$ cat src/rtl/msx_mouse_poller.sv
// MSX mouse strobe/nibble poller: toggles pin 8, samples four nibbles and the buttons, presents signed X/Y deltas.
// Define MOUSE_ACCUM_EN to accumulate saturating deltas between consumer acks instead of overwriting them.
module msx_mouse_poller #(
  parameter int SETTLE_CYCLES = 200,
  parameter int POLL_PERIOD   = 358000
) (
  input  logic       clk_sys,
  input  logic       reset,
  input  logic       enable,
  input  logic       poll_req,
  output logic       strobe,
  input  logic [5:0] pdata,
  output logic [7:0] dx,
  output logic [7:0] dy,
  output logic [1:0] btn,
  output logic       valid,
  output logic       busy,
  input  logic       ack
);

  localparam int CW = $clog2(SETTLE_CYCLES + 1);
  localparam int TW = $clog2(POLL_PERIOD + 1);

  typedef enum logic [2:0] {IDLE, TOGGLE, SETTLE, SAMPLE, DONE} state_t;

  state_t        state;
  logic [CW-1:0] cnt;
  logic [TW-1:0] timer;
  logic          trig;
  logic [1:0]    idx;
  logic [3:0]    nib0, nib1, nib2;
  logic [7:0]    new_dx, new_dy;

  assign new_dx = {nib0, nib1};
  assign new_dy = {nib2, pdata[3:0]};

`ifdef MOUSE_ACCUM_EN
  logic [7:0] last_dx, last_dy;

  function automatic logic [7:0] sat_add(input logic [7:0] a, input logic [7:0] b);
    logic signed [8:0] s;
    s = $signed({a[7], a}) + $signed({b[7], b});
    if (s > 9'sd127)
      return 8'h7F;
    else if (s < -9'sd128)
      return 8'h80;
    else
      return s[7:0];
  endfunction
`else
  logic unused_ack;
  assign unused_ack = ack;
`endif

  always_ff @(posedge clk_sys) begin
    if (reset) begin
      state  <= IDLE;
      cnt    <= '0;
      timer  <= '0;
      trig   <= 1'b0;
      idx    <= 2'd0;
      nib0   <= 4'd0;
      nib1   <= 4'd0;
      nib2   <= 4'd0;
      strobe <= 1'b0;
      dx     <= 8'd0;
      dy     <= 8'd0;
      btn    <= 2'b00;
      valid  <= 1'b0;
      busy   <= 1'b0;
`ifdef MOUSE_ACCUM_EN
      last_dx <= 8'd0;
      last_dy <= 8'd0;
`endif
    end else begin
      valid <= 1'b0;
      trig  <= 1'b0;

      // The timer pauses during the trigger cycle so the period is POLL_PERIOD idle cycles plus the poll itself.
      if (!enable) begin
        timer <= '0;
      end else if (state == IDLE && !trig) begin
        if (timer == TW'(POLL_PERIOD - 1)) begin
          timer <= '0;
          trig  <= 1'b1;
        end else begin
          timer <= timer + 1'b1;
        end
      end

`ifdef MOUSE_ACCUM_EN
      if (ack && state != DONE) begin
        dx <= 8'd0;
        dy <= 8'd0;
      end
`endif

      case (state)
        IDLE: begin
          if (poll_req || trig) begin
            strobe <= ~strobe;
            busy   <= 1'b1;
            idx    <= 2'd0;
            cnt    <= '0;
            state  <= SETTLE;
          end
        end
        SETTLE: begin
          if (cnt == CW'(SETTLE_CYCLES - 2))
            state <= SAMPLE;
          else
            cnt <= cnt + 1'b1;
        end
        SAMPLE: begin
          case (idx)
            2'd0:    nib0 <= pdata[3:0];
            2'd1:    nib1 <= pdata[3:0];
            2'd2:    nib2 <= pdata[3:0];
            default: ;
          endcase
          if (idx == 2'd3) begin
            btn   <= ~pdata[5:4];
            valid <= 1'b1;
            state <= DONE;
`ifdef MOUSE_ACCUM_EN
            last_dx <= new_dx;
            last_dy <= new_dy;
            dx <= sat_add(ack ? 8'd0 : dx, new_dx);
            dy <= sat_add(ack ? 8'd0 : dy, new_dy);
`else
            dx <= new_dx;
            dy <= new_dy;
`endif
          end else begin
            idx   <= idx + 2'd1;
            state <= TOGGLE;
          end
        end
        TOGGLE: begin
          strobe <= ~strobe;
          cnt    <= '0;
          state  <= SETTLE;
        end
        DONE: begin
          busy  <= 1'b0;
          state <= IDLE;
`ifdef MOUSE_ACCUM_EN
          // An ack here covers the sum presented with valid; keep only the delta just sampled.
          if (ack) begin
            dx <= last_dx;
            dy <= last_dy;
          end
`endif
        end
        default: state <= IDLE;
      endcase
    end
  end

endmodule
$ cat config.mk
export PLATFORM = sky130hd
export DESIGN_NAME = msx_mouse_poller
export DESIGN_NICKNAME = d
export VERILOG_FILES = /design/src/rtl/msx_mouse_poller.sv
export SDC_FILE = /design/constraint.sdc
export NUM_CORES = 1
export LEC_CHECK = 0
export BUFFER_PORTS_ARGS = -buffer_cell sky130_fd_sc_hd__buf_2
export CAP_MARGIN = 15
export CORE_ASPECT_RATIO = 1.75
export CORE_UTILIZATION = 30
export DETAILED_ROUTE_END_ITERATION = 6
export GPL_TIMING_DRIVEN = 1
export MAX_ROUTING_LAYER = met4
export PLACE_DENSITY = 0.45
export SLEW_MARGIN = 20
export SYNTH_ARGS = -nofsm -noshare
export SYNTH_HDL_FRONTEND = slang
export SYNTH_SLANG_ARGS = --single-unit
$ cat constraint.sdc
create_clock -name clk_sys -period 5.35 [get_ports clk_sys]
set_input_delay 0.8025 -clock clk_sys [delete_from_list [all_inputs] [get_ports clk_sys]]
set_output_delay 0.8025 -clock clk_sys [all_outputs]
set_load 0.02 [all_outputs]
==> reports/results.ini <==
[yosys]
synth_warnings = 0
syn_area_per_cell_um2 = 8.33
synth_edf_count = 0
synth_area_leaders = dfxtp_1, nand2_1, a21oi_1, nand3_1, nor2_1
ys_ff_latch = 66
synth_seq_area_share_pct = 47.6
syn_area_um2 = 2780
synth_nets = 351
syn_inst = 333
ys.flop_type = dfxtp_1
ys_types = 39
yosysTopAreaCell = dfxtp_1
yosysTopAreaCellShare_pct = 47.6
async_reset_ff_share_pct = 0

[setup_path]
critPathArrivalTime_ps = 2860
required_ps = 5530
path_max_fanout = 17
critical_path_class = reg2reg
crit_path_start_kind = flip-flop
startpoint = state[0]$_SDFFE_PP0P_
cp-end-kind = flip-flop
regToRegStartpoint = state[0]$_SDFFE_PP0P_

[drt]
dr_wl_met2_um = 3330
wirelength_um = 6170
drt-initial-drc-count = 62
postRouteAntennaNets = 0
via_per_inst = 4.85
drc_errors = 0
firstDrtPassIters = 5
dr.max_layer_used = met4
wirelength_met1_um = 2580
met3WireLength_um = 165
vias = 2349
wl_per_cell_um = 12.8

[clock_tree]
ctsHoldBuffers = 0
cts_tree = yes
clock_path_buffers = 2
htreeDepth = 3
path_clk_slew_ps = 60
cts_root_buffer = clkbuf_16
cts_sinks = 66
numCtsBuffers = 9
ctsResizeCount = 0
clock_latency_ps = 320
post_cts_buffers = 0

[place]
numPortBuffers = 30
post-place-ws_ps = 2610
place_hpwl_um = 4270
place_congestion = 0.773
placed_area_um2 = 3010

[layout]
final_cell_mix = dfxtp_1, nand2_1, a21oi_1
fillers = 985
final-seq-area_um2 = 1320
area_growth_pct = 18.3
drive_gt1_share_pct = 13.7
fin_area_um2 = 3280
multiInputGateArea_um2 = 1370
num_antenna_cells = 0
nNetsFinal = 377
layout_commonest_cell = dfxtp_1

[global_routing]
track_usage_pct = 14.9
grt_overflow_total = 0
grt_start_max_net_pins = 44
antenna_found_initial = 0
grt_pass1_vias = 2233
grt_pass1_wl_um = 10400

[pwr]
switching_share_pct = 22.7
clockPowerShare_pct = 49.2
power_frac_comb_pct = 4.0
fin_total_pwr_mw = 1.08
ir_worst_vdd_mv = 0.145
internal_power_mw = 0.833
seqPwrFrac_pct = 46.7
p_leak_nw = 1.15
p_switching_mw = 0.244
power.density_nw_per_um2 = 328

[flow_run]
cap_violations = 0

[die]
die_w_um = 74.7
dieArea_um2 = 9650
die_h_um = 129
start_util_pct = 30.7
core-area_um2 = 9040
pin_count = 32
std_cell_rows = 46

[timing]
period_share_pct = 50.1
setup_viol = 0
slew_viol_final = 0
rsz0062_at_grt = no
tns_ps = 0
max_slew_margin_pct = 47.8
finalWorstSetupSlack_ps = 2670
finalHoldViolCount = 0
tightest_slew_ps = 783
period_needed_ps = 2680
max_freq_mhz = 373
skew_ps = 4.66

[hold_path]
hold_start = dy[5]$_SDFFE_PP0P_
worstHoldPathType = reg2reg

[run_status]
status = finished clean

[kinds of logic after synthesis]
group	share of synthesized area, %
buf+inv	3.20
fa+ha+maj	3.16
flops	47.6
xor+xnor	4.73
simple gates	28.4
compound gates	12.9
[sequential cells by signal, summed over array words and instances, names as in the netlist, 2 cells and up]
| signal | flops |
|---|---|
| timer | 19 |
| cnt | 8 |
| dx | 8 |
| dy | 8 |
| nib0 | 4 |
| nib1 | 4 |
| nib2 | 4 |
| state | 3 |
| btn | 2 |
| idx | 2 |
[per-stage QoR]
stage | utilization, % | instances | hold WS, ps
after global placement | 33.3 | 468 | 440
after floorplan | - | 333 | 432
after global routing | 36.3 | 484 | 469
after detailed placement | 33.3 | 468 | 446
after CTS | 36.3 | 484 | 454
final | 36.3 | 484 | 451
[worst max-delay path: stages (launching register included)]
cell and delay (ps):
dfxtp_1 400, or4_1 750, or4_1 650, o21bai_2 610
nor2_1 110
[cell type report]
cell class,instances,area share [%]
clock buffer,10,7.28
clock inverter,6,0.990
tap,120,4.57
timing repair buffer,30,4.57
multi-input combinational,245,41.6
inverter,7,0.800
sequential,66,40.2
[synth_stat cells, types with 2 or more instances]
cell and instances:
nor3_1 6, a21oi_1 43, or4_1 6, nor4_1 4
dfxtp_1 66, nand2b_1 4, nand3_1 22, nand4_1 6
clkbuf_1 11, o21ai_0 7, o31ai_1 5, and2_1 2
xnor2_1 8, a211oi_1 3, ha_1 7, inv_1 7
nand4b_1 2, buf_2 2, xor2_1 7, nand2_1 59
nand3b_1 2, and3_1 5, or3_1 7, nor2_1 27
[path summary, 6_finish.rpt]
path | to | slack (ps) | cells after the start
setup / recovery | timer[10]$_SDFFE_PP0P_ | 2670 | 4
hold reg to reg | dy[5]$_SDFFE_PP0P_ | 450 | 2
hold / removal | dy[5]$_SDFFE_PP0P_ | 450 | 2
setup reg to reg | timer[10]$_SDFFE_PP0P_ | 2670 | 4
[layer usage]
layer / GRT usage, % / vias to the layer above
li1: - / 1214
met3: 3.58 / 7
met5: - / -
met1: 15.5 / 1099
met2: 25.6 / 29
met4: 7.33 / 0
[power by group through the flow]
stage	Clock, mW	Combinational [mW]	Sequential [mW]
3_5_place_dp	0	0.0444	0.514
5_1_grt	0.573	0.0494	0.504
6_report	0.530	0.0434	0.504
2_1_floorplan	0	0.0309	0.513
3_3_place_gp	0	0.0443	0.514
4_1_cts	0.547	0.0445	0.503
No activity file was read; power rests on OpenSTA's default activity.
